File: src/rtl/serial_word_rx.sv
// Serial word receiver: synchronises data_in/com_en, frames WIDTH-bit words,
// filters idle words and buffers the rest in a small FIFO with a valid/ready drain.
module serial_word_rx #(
    parameter int WIDTH       = 32,
    parameter int DEPTH       = 4,
    parameter int SYNC_STAGES = 2,
    parameter int MSB_FIRST   = 1,
    parameter int FILTER_IDLE = 1
) (
    input  logic                       clock,
    input  logic                       reset,
    input  logic                       data_in,
    input  logic                       com_en,
    output logic [WIDTH-1:0]           out_data,
    output logic                       out_valid,
    input  logic                       out_ready,
    output logic [WIDTH-1:0]           last_word,
    output logic [$clog2(DEPTH):0]     fill,
    output logic                       overflow,
    output logic                       frame_err,
    input  logic                       clr_flags
);

    // state | meaning
    // IDLE  | waiting for s_en to rise; first bit of a frame
    // SHIFT | collecting bits 1..WIDTH-1 of the current frame
    // DRAIN | word complete (or post-reset); ignore bits until s_en falls
    typedef enum logic [1:0] {
        IDLE  = 2'd0,
        SHIFT = 2'd1,
        DRAIN = 2'd2
    } state_t;

    localparam int CW = $clog2(WIDTH) + 1;
    localparam int AW = $clog2(DEPTH);
    localparam int FW = AW + 1;

    logic [SYNC_STAGES-1:0] din_sync;
    logic [SYNC_STAGES-1:0] en_sync;
    logic                   s_din;
    logic                   s_en;

    state_t                 state, state_n;
    logic [CW-1:0]          cnt, cnt_n;
    logic [WIDTH-1:0]       sr, sr_n, sr_shift;
    logic                   commit, commit_n;
    logic                   ferr_set;

    logic [WIDTH-1:0]       mem [DEPTH];
    logic [AW-1:0]          wr_ptr, rd_ptr, rd_next;
    logic [FW-1:0]          fill_n, fill_after_pop;
    logic [WIDTH-1:0]       head_n;
    logic                   pop, push, accept, room, is_idle, ovf_set;

    // com_en flops reset high so a link held enabled through reset looks mid-frame
    always_ff @(posedge clock or posedge reset) begin
        if (reset) begin
            din_sync <= '0;
            en_sync  <= '1;
        end else begin
            din_sync[0] <= data_in;
            en_sync[0]  <= com_en;
            for (int i = 1; i < SYNC_STAGES; i++) begin
                din_sync[i] <= din_sync[i-1];
                en_sync[i]  <= en_sync[i-1];
            end
        end
    end

    assign s_din = din_sync[SYNC_STAGES-1];
    assign s_en  = en_sync[SYNC_STAGES-1];

    always_comb begin
        if (MSB_FIRST != 0) sr_shift = {sr[WIDTH-2:0], s_din};
        else                sr_shift = {s_din, sr[WIDTH-1:1]};
    end

    always_ff @(posedge clock or posedge reset) begin
        if (reset) begin
            state  <= DRAIN;
            cnt    <= '0;
            sr     <= '0;
            commit <= 1'b0;
        end else begin
            state  <= state_n;
            cnt    <= cnt_n;
            sr     <= sr_n;
            commit <= commit_n;
        end
    end

    always_comb begin
        state_n  = state;
        cnt_n    = cnt;
        sr_n     = sr;
        commit_n = 1'b0;
        ferr_set = 1'b0;
        case (state)
            IDLE: begin
                if (s_en) begin
                    sr_n    = sr_shift;
                    cnt_n   = CW'(1);
                    state_n = SHIFT;
                end
            end
            SHIFT: begin
                if (s_en) begin
                    sr_n  = sr_shift;
                    cnt_n = cnt + CW'(1);
                    if (cnt == CW'(WIDTH - 1)) begin
                        commit_n = 1'b1;
                        state_n  = DRAIN;
                    end
                end else begin
                    ferr_set = 1'b1;
                    sr_n     = '0;
                    state_n  = IDLE;
                end
            end
            DRAIN: begin
                if (!s_en) state_n = IDLE;
            end
            default: state_n = DRAIN;
        endcase
    end

    // sr holds the complete word during the commit cycle; the FSM is in DRAIN then
    always_comb begin
        pop            = out_valid & out_ready;
        is_idle        = (FILTER_IDLE != 0) && (sr == '1);
        accept         = commit && !is_idle;
        room           = (fill != FW'(DEPTH));
        push           = accept && (room || pop);
        ovf_set        = accept && !room && !pop;
        fill_after_pop = pop ? fill - FW'(1) : fill;
        fill_n         = push ? fill_after_pop + FW'(1) : fill_after_pop;
        rd_next        = pop ? rd_ptr + AW'(1) : rd_ptr;
        if (fill_n == '0)
            head_n = '0;
        else if (push && fill_after_pop == '0)
            head_n = sr;
        else
            head_n = mem[rd_next];
    end

    always_ff @(posedge clock) begin
        if (push) mem[wr_ptr] <= sr;
    end

    always_ff @(posedge clock or posedge reset) begin
        if (reset) begin
            wr_ptr    <= '0;
            rd_ptr    <= '0;
            fill      <= '0;
            out_data  <= '0;
            last_word <= '0;
            overflow  <= 1'b0;
            frame_err <= 1'b0;
        end else begin
            if (push) wr_ptr <= wr_ptr + AW'(1);
            rd_ptr   <= rd_next;
            fill     <= fill_n;
            out_data <= head_n;
            if (accept) last_word <= sr;
            overflow  <= ovf_set  | (overflow  & ~clr_flags);
            frame_err <= ferr_set | (frame_err & ~clr_flags);
        end
    end

    assign out_valid = (fill != '0);

endmodule

File: config.mk
export PLATFORM = sky130hd
export DESIGN_NAME = serial_word_rx
export DESIGN_NICKNAME = d
export VERILOG_FILES = /design/src/rtl/serial_word_rx.sv
export SDC_FILE = /design/constraint.sdc
export NUM_CORES = 1
export LEC_CHECK = 0
export BUFFER_PORTS_ARGS = -buffer_cell sky130_fd_sc_hd__buf_2
export CAP_MARGIN = 20
export CORE_MARGIN = 2
export CORE_UTILIZATION = 40
export DETAILED_ROUTE_END_ITERATION = 12
export MAX_ROUTING_LAYER = met4
export PLACE_DENSITY = 0.67
export RECOVER_POWER = 25
export SLEW_MARGIN = 20
export SYNTH_ARGS = -nofsm -noshare
export SYNTH_HDL_FRONTEND = slang
export SYNTH_SLANG_ARGS = --single-unit
File: constraint.sdc
create_clock -name clock -period 3.1 [get_ports clock]
set_clock_uncertainty 0.1 [all_clocks]
set_input_delay 0 -clock clock [delete_from_list [all_inputs] [get_ports clock]]
set_output_delay 0 -clock clock [all_outputs]
set_load 0.02 [all_outputs]
Word level (Yosys, flattened, before mapping):

Memories as Yosys holds them, arrays and structs flattened.
Cells that the tools add are included.
W data, S select, Z words.

* output and inout port bits: 70
* memories: 1
* RAM bits: 128
* logic and storage cells: 74
* bits of input ports: 6
* bits in registers: 118

Memory list
* mem: words 4, width 32, rd ports 1, clocked after memory_dff 0, wr ports 1, line 49 `logic [WIDTH-1:0] mem [DEPTH];`

* reduce and logical (&&, ||, !) cells: 17
* add/subtract/negate cells: 5
* muxes and demuxes: 23
* bitwise logic cells: 6
* eq/ne operators: 9

Operator list (count)
* $mux W32: 4
* $pmux W32 S2: 1
* $eq A32 B32 Y1 const B: 1
* $mux W6: 2
* $pmux W6 S2: 1
* $mux W2: 5
* $mux W1: 7
* $add A6 B1 Y6 const B: 1
* $eq A6 B5 Y1 const B: 1
* $logic_not A3 Y1: 2
* $mux W3: 2
* $ne A2 B2 Y1 const B: 3
* $ne A3 B3 Y1 const B: 2
* $pmux W2 S3: 1
* $reduce_and A3 Y1: 2
* $logic_and A1 B1 Y1: 5
* $add A2 B1 Y2 const B: 2
* $add A3 B1 Y3 const B: 1
* $and A1 B1 Y1: 3
* $logic_not A1 Y1: 3
* $reduce_bool A3 Y1: 1
* $sub A3 B1 Y3 const B: 1
* $eq A2 B1 Y1 const B: 1
* $eq A2 B2 Y1 const B: 1
* 6 further kinds: 7

Longest topological paths before layout:

Gate-level depths: netlist of the first run.

* word-level depth: 7
* mapped depth: 15
* depth with buffers taken out: 11

Worst setup path after synthesis of the first run:

Ideal clock, no wire load.

* path kind: register to register
* start: register fill[0]
* end: register out_data[20]
* stages on the path, launching flop included: 15
* required time: 2927 ps
* period minus slack after synthesis: 2889 ps
* data arrival time: 2716 ps
* path slack: 211 ps
* library setup time: 73 ps
* path buffers: 4
* cell sequence: dfrtp_1 > inv_1 > ha_1 > nand2b_4 > and2_4 > buf_6 > buf_8 > buf_2 > a21oi_1 > inv_1 > ha_1 > nand4_2 > clkbuf_1 > or2_2 > a21oi_2

* cells in the longest elaborated chain, start to end: 7
* elaborated cells between the ends (all ways): 16
* classes of those cells: 2 x add/sub; 1 x eq/ne; 5 x mux; 1 x bitwise; 6 x reduce/logical; 1 x memory

RTL lines
* start: declaration: line 18 `output logic [$clog2(DEPTH):0] fill,`
* start signal: assignment: line 162 `fill <= fill_n;`
* $reduce_bool A3 Y1 (*): line 170 `assign out_valid = (fill != '0);`
* net out_valid: line 15 `output logic out_valid,`
* $and A1 B1 Y1 (*): line 129 `pop = out_valid & out_ready;`
* $mux W3 or $logic_or A1 B1 Y1 (tied branches): line 135, 133
* $add A3 B1 Y3 (tied with other cells): line 136 `fill_n = push ? fill_after_pop + FW'(1) : fill_after_pop;`
* $mux W3 or $logic_and A1 B1 Y1 (tied branches): line 136, 140
* $logic_not A3 Y1 or $mux W32 (tied branches): line 138, 140
* $mux W32 (*): line 138 `if (fill_n == '0)`
* net head_n[20]: line 52 `logic [WIDTH-1:0] head_n;`
* end signal: assignment: line 163 `out_data <= head_n;`
* end: declaration: line 14 `output logic [WIDTH-1:0] out_data,`

The timed path passes the listed nets; every way through them passes the cells marked *.
A chain may end at the register's enable or synchronous reset.

Worst setup path after layout of the first run:

* start: register fill[1]
* end: register out_data[12]

* cells in the longest elaborated chain, start to end: 7
* elaborated cells between the ends (all ways): 16
* classes of those cells: 2 x add/sub; 1 x eq/ne; 5 x mux; 1 x bitwise; 6 x reduce/logical; 1 x memory

RTL lines (line)
* parallel branches: the longest is 6 deep, another holds $sub A3 B1 Y3
* $mux W32 (*): 138
* net head_n[12]: 52

Mark *: on every way through the listed nets, which the timed path passes.

==> results of run 1 <==
per-stage QoR:
step	instances	hold slack (ps)	worst slack [ps]	total power [W]	cell area [µm²]
3_5_place_dp	1411	7.19	492	0.00364	12100
2_1_floorplan	991	-95.5	211	0.00359	11200
6_report	1467	110	479	0.00667	12900
5_1_grt	1467	118	290	0.00687	12900
4_1_cts	1467	80.5	468	0.00674	13000
3_3_place_gp	1411	9.01	562	0.00364	12100
state kept, by name, indices dropped and copies added (netlist names), 3 cells and up:
register,cells
mem,128
last_word,32
out_data,32
sr,32
cnt,6
fill,3
cells in the final DEF, fill, tap and decap left out, drive strengths merged, types with 2 or more instances in the layout:
cell type	n
o21ai	36
or2	28
a21o	2
edfxtp	128
nand3	38
buf	103
nand4	45
and3	4
dfrtp	115
inv	37
o31ai	2
nor2b	4
nor4	2
nor3	128
mux2	32
nand2	176
dfstp	3
clkinv	10
nor2	36
bufinv	2
a22o	6
nand2b	4
a21oi	35
clkbuf	47
a311oi	32
xnor2	7
dlygate4sd3	7
and2	2
ha	9
worst max-delay path: stages (launching register included):
cell      delay, ps
dfrtp_1         380
inv_1           100
ha_1            250
nand2b_4         90
and2_4          200
xnor2_4         180
inv_1            70
ha_1            290
nor2_1          140
a31o_4          400
buf_4           250
a21oi_2          40
cell families after synthesis:
logic type                 count (synthesis)
muxes                                     32
DFF                                      246
AOI/OAI and AO/OA                        117
and+or+nand+nor                          471
adders and majority gates                  9
xor gates and xnor gates                   7
buffers and inverters                    109
Yosys cell counts (3+ instances only):
library cell	count
nand4_1	44
mux2_2	32
edfxtp_1	128
a21oi_1	4
buf_4	5
a311oi_2	23
xnor2_1	6
nor2_1	36
or2_2	16
nand2b_1	3
a311oi_1	9
dfstp_2	3
nand3_1	38
a21oi_2	31
nand2_1	176
buf_6	7
buf_2	23
nor2b_1	4
inv_1	37
o21ai_0	36
dfrtp_1	115
and3_1	4
or2_1	11
clkbuf_1	33
ha_1	9
nor3_2	10
nor3_1	118
a22o_1	6
metal layers:
layer,vias to the layer above,GRT usage (%)
met5,-,-
met4,0,6.15
met3,50,2.44
met2,245,30.5
met1,3978,26.2
li1,3705,-
power groups by stage:
stage | clock [W] | combinational [W] | sequential, W
floorplan | 0 | 0.0000629 | 0.00353
global placement | 0 | 0.000104 | 0.00353
detailed placement | 0 | 0.000106 | 0.00353
CTS | 0.00316 | 0.000113 | 0.00347
global route | 0.00327 | 0.000123 | 0.00347
finish | 0.00310 | 0.000106 | 0.00347
repair_timing:
action,CTS,global route
endpoints found under the setup margin,0,0
hold buffers,7,0
hold endpoints to repair,128,0
final cells by class:
| class | count | area (µm²) |
|---|---|---|
| well taps | 378 | 473 |
| clock inverters | 13 | 110 |
| clock buffers | 36 | 739 |
| fillers | 2522 | 14800 |
| inverters | 37 | 143 |
| flip-flops and latches | 246 | 6800 |
| repair buffers | 121 | 766 |
| multi-input cells | 636 | 3910 |
final timing paths:
path                            start       endpoint  slack, ps  cells after the start
setup / recovery              fill[1]   out_data[12]        480                     11
hold / removal              clr_flags       overflow        110                      3
setup reg to reg              fill[1]   out_data[12]        480                     11
hold reg to reg            en_sync[0]     en_sync[1]        250                      0
max in group asynchronous       reset  last_word[12]       1250                      4
min in group asynchronous       reset  last_word[24]        560                      4
==> flow_summary.yaml, run 1 <==
global_route:
  grt_overflow: 0
  grt_pass1_vias: 7823
  antenna_found_initial: 0
  grt_pass1_wl_mm: 43.1
  track_usage_pct: 19.4
  grt_max_degree: 130
floorplan:
  start_util_pct: 40.5
  die_h_um: 171
  rows: 61
  io_pins: 76
  die_width_um: 171
  coreArea_um2: 27700
  dieArea_um2: 29400
timing:
  post-route-min-period_ps: 2620
  fmax_ghz: 0.382
  tns_ps: 0
  worstMarginPinSlew_ps: 1730
  relSlewSlack_pct: -15.3
  post-route-period-util_pct: 84.5
  hold_viol_final: 0
  finalSetupViolations: 0
  grt_setup_unrepaired: "no"
  slew_viol_final: 119
clock_tree:
  clock-sinks: 246
  cts-root-buf: "clkbuf_16"
  worstSkewPairLatency_ps: 540
  htree_levels: 1
  cts_buffer_depth: 3
  cts_resized: 0
  cts_tree: "yes"
  post-cts-setup-buffers: 0
  clk_pin_slew_ps: 50
  cts_inserted_buffers: 27
flow_run:
  maxCapViolations: 1
final_layout:
  area_growth_pct: 15.4
  final_nets: 1084
  antenna_cells: 0
  final_core_util_pct: 46.7
  drive_above_1_share_pct: 25.0
synth:
  synth_top_area_share_pct: 34.3
  synth_seq_cells: 246
  synth-adder-area-share_pct: 1.00
  synth_flop_cell: "edfxtp_1"
  yosysTopAreaCell: "edfxtp_1"
  synth.avg_cell_area_um2: 11.3
  synth_compound_area_share_pct: 9.18
  syn-num-nets: 1006
  synth-edff-count: 128
  synthSimpleGateAreaFrac_pct: 20.5
  synthArstFlopShare_pct: 48.0
  yosys_warnings: 0
  synth_area_um2: 11200
  synthXorXnorAreaFrac_pct: 0.714
  synth.mux.area_fraction_pct: 3.21
  synthTopCellsByArea: "edfxtp_1, dfrtp_1, nand2_1"
  synth_cell_types: 47
  synth.yosys.seq_area_share_pct: 60.6
  synth_top_family_by_area: "simple AND/OR/NAND/NOR gates"
  synth_cells: 991
drt:
  dr_wl_met2_mm: 12.9
  dr.pass1.iters: 5
  met1_length_mm: 11.9
  dr.first_iter.drc_count: 710
  wire_per_inst_um: 18.4
  vias: 7978
  wl_met3_mm: 1.51
  routed_wl_mm: 27.1
  vias_per_cell: 5.44
  highest_layer: "met4"
  drc_errors: 0
  ant_nets: 0
pwr:
  power.density_nw_per_um2: 516
  combPwrFrac_pct: 1.6
  sequentialPowerShare_pct: 52.0
  p_clk_share_pct: 46.4
  ir_worst_vdd_mv: 0.376
  power_switching_w: 0.00137
  power_leakage_nw: 5.12
  p_int_w: 0.00530
  switching_share_pct: 20.6
run_status:
  violations: "max-capacitance violations, max-slew violations"
  status: "finished, violations left"
worst_setup_path:
  worstSetupEndpointType: "flop"
  critPathLaunchType: "flop"
  path_class: "flop to flop"
  cp.arrival_ps: 2940
  cp.required_ps: 3420
  critPathMaxFanout: 15
placed_design:
  portBuffers: 75
  gp_routability_congestion: 0.788
  hpwl_mm: 15.4
worst_hold_path:
  hold_path.class: "input port to flop"
(Power assumes the default switching activity.)
==> inputs of run 2 (changes only) <==
Settings changed: ABC_AREA set to 1, PLACE_DENSITY 0.67 to 0.65.
Clock period 3.1 ns to 2.53 ns, I/O delays scaled along.
==> run 2 against run 1 <==
  * The run still ends with max-capacitance violations, max-slew violations left
  * Non-clock buffer count shrank 12
  * Sequential cell count stayed put
  * Sequential share of layout area increased by 5.4 points
  * Clock power rose by 31%
  * Core utilization is 1.7 points higher
  * Combinational power rose to 38 times the previous value
  * Synthesized area is 12% lower
  * Fmax is 9.9% higher
  * Sequential power up 35%
  * Critical path type unchanged
  * Largest cell class unchanged
==> flow_summary.yaml, run 2 <==
synth:
  yosysTopAreaCell: "edfxtp_1"
  synth_cells: 915
  synthSimpleGateAreaFrac_pct: 19.7
  synth-adder-area-share_pct: 1.14
  synth_seq_cells: 246
  synth_cell_types: 30
  synth_top_area_share_pct: 39.1
  synth.most_common_cell: "nand2_1"
  synth.mux.area_fraction_pct: 0
  synth_compound_area_share_pct: 4.45
  synth_flop_cell: "edfxtp_1"
  synth_area_um2: 9840
  synth-edff-count: 128
  synthXorXnorAreaFrac_pct: 0.623
  synth.avg_cell_area_um2: 10.8
  yosys-top-cells-count: "nand2_1, edfxtp_1, dfrtp_1, nand3_1, inv_1"
  synthArstFlopShare_pct: 48.0
  yosys_warnings: 0
  syn-num-nets: 930
  synthTopCellsByArea: "edfxtp_1, dfrtp_1, nand2_1"
  synth_top_family_by_area: "simple AND/OR/NAND/NOR gates"
  synth.yosys.seq_area_share_pct: 69.1
pwr:
  p_total_w: 0.0128
  power_leakage_nw: 5.12
  switching_share_pct: 33.9
  ir_worst_vdd_mv: 0.632
  power.density_nw_per_um2: 1090
  p_clk_share_pct: 31.7
  power_switching_w: 0.00432
  combPwrFrac_pct: 31.7
  p_int_w: 0.00844
  sequentialPowerShare_pct: 36.6
worst_setup_path:
  cp.arrival_ps: 2690
  critPathLaunchType: "flop"
  path_class: "flop to flop"
  critPathMaxFanout: 19
  cp.required_ps: 2840
  worst-path-buf-inv: 3
  crit_slowest_cell: "dfrtp_1"
  reg2reg_from: "fill[0]"
  worstSetupEndpointType: "flop"
  critPathLaunch: "fill[0]"
  critical_path.top_delay_family: "simple AND/OR/NAND/NOR gates"
  cpPeakStageDelay_ps: 370
  worstPathCellList: "inv_1 -> ha_2 -> nand2_2 -> nand2_4 -> xor2_2 -> ha_1 -> inv_1 -> nand4_1 -> nand2_1 -> nand2_1 -> nor2_4 -> buf_12 -> nor2_1"
drt:
  wire_per_inst_um: 16.2
  routed_wl_mm: 22.0
  vias_per_cell: 4.85
  dr.first_iter.drc_count: 503
  ant_nets: 0
  dr.pass1.iters: 5
  drc_errors: 0
  vias: 6568
global_route:
  track_usage_pct: 17.6
  grt_pass1_vias: 6522
  grt_overflow: 0
  grt_pass1_wl_mm: 34.9
  grt_max_degree: 119
  antenna_found_initial: 0
clock_tree:
  clock-sinks: 246
  cts_buffer_depth: 3
  cts-root-buf: "clkbuf_16"
  clk_pin_slew_ps: 60
  worstSkewPairLatency_ps: 520
  htree_levels: 1
  cts_tree: "yes"
  cts_inserted_buffers: 26
placed_design:
  hpwl_mm: 13.3
  gp_routability_congestion: 0.784
  portBuffers: 75
  place_ws_ps: 83.5
  dpl_cell_area_um2: 10700
timing:
  post-route-min-period_ps: 2380
  finalSetupViolations: 0
  fmax_ghz: 0.419
  layout_setup_ws_ps: 145
  relSlewSlack_pct: -9.90
  grt_setup_unrepaired: "no"
  worstMarginPinSlew_ps: 1650
  post-route-period-util_pct: 94.3
  hold_viol_final: 0
  slew_viol_final: 119
final_layout:
  largest_register_ffs: 128
  largest-register: "mem"
  final_core_util_pct: 48.4
  final_nets: 1024
  multi_input_area_um2: 2580
  antenna_cells: 0
  regArea_um2: 6800
  drive_above_1_share_pct: 18.6
  num-fill-cells: 2166
  final_common_cell: "nand2_1"
  design_area_um2: 11700
  area_growth_pct: 19.2
  layout_common_cells: "nand2_1, edfxtp_1, dfrtp_1, buf_2, nand3_1"
floorplan:
  die_width_um: 161
  dieArea_um2: 25900
  die_h_um: 161
  coreArea_um2: 24200
  io_pins: 76
  rows: 57
  start_util_pct: 40.6
worst_hold_path:
  hold_path.class: "input port to flop"
  hp-start: "com_en"
flow_run:
  maxCapViolations: 1
run_status:
  status: "finished, violations left"
  violations: "max-capacitance violations, max-slew violations"
-- run 2: cell count changes after synthesis, moves of 21 or more --
cell	change
clkbuf_1	-24
mux2_2	-32
a311oi_2	-23
a21oi_2	-31
o22ai_1	+35
inv_1	+24
nand2_1	+152
nand3_1	+32
nand4_1	-42
nor3_1	-117
nor2_2	+21
-- run 2: final timing paths --
kind / endpoint / slack (ps) / cells after the start
max in group asynchronous: last_word[19] / 750 / 4
min: en_sync[0] / 20 / 2
min reg2reg: din_sync[1] / 250 / 0
max reg2reg: out_data[31] / 150 / 13
max: out_data[31] / 150 / 13
min in group asynchronous: last_word[6] / 490 / 4
-- run 2: cell families after synthesis --
group | Yosys count
AND/OR/NAND/NOR | 466
flip-flops | 246
buffers and inverters | 109
AO/OA/AOI/OAI | 78
adder cells (fa/ha/maj) | 9
XOR/XNOR | 7
-- run 2: cell type report --
cell class	instances	area share, %
multi-input combinational	560	22.0
clock buffer	38	6.62
sequential	246	58.0
inverter	66	2.14
timing repair buffer	109	6.49
tap	324	3.46
clock inverter	10	1.30
-- run 2: power groups by stage --
| stage | clock, W | sequential (W) | combinational, W |
|---|---|---|---|
| detailed placement | 0 | 0.00474 | 0.00405 |
| floorplan | 0 | 0.00504 | 0.00258 |
| global route | 0.00428 | 0.00470 | 0.00451 |
| CTS | 0.00411 | 0.00467 | 0.00407 |
| finish | 0.00405 | 0.00467 | 0.00405 |
| global placement | 0 | 0.00476 | 0.00394 |
-- run 2: what timing repair did --
action	CTS	global route
setup buffers	0	0
hold buffers	6	0
resized for setup	0	4
endpoints found under the hold margin	125	0
setup endpoints to repair	0	33
-- run 2: metrics by stage --
stage	hold slack (ps)	setup TNS, ps	cells
floorplan	-95.5	-26730	915
global placement	8.24	0	1299
detailed placement	7.53	0	1299
CTS	2.78	0	1353
global route	25.9	0	1353
finish	19.9	0	1353
-- run 2: per-layer routing --
| layer | GRT usage, % | wire length [µm] | vias to the layer above |
|---|---|---|---|
| li1 | - | - | 3198 |
| met1 | 23.2 | 10100 | 3192 |
| met2 | 29.1 | 10700 | 153 |
| met3 | 2.43 | 863 | 25 |
| met4 | 4.06 | 403 | 0 |
| met5 | - | 0 | - |
-- run 2: worst reg2reg max path, delay by kind of cell (launching register included) --
kind,cells,cell delay [ps]
AND/OR/NAND/NOR,7,700
adder cells (fa/ha/maj),2,480
buffers and inverters,3,400
flip-flops,1,370
XOR/XNOR,1,210
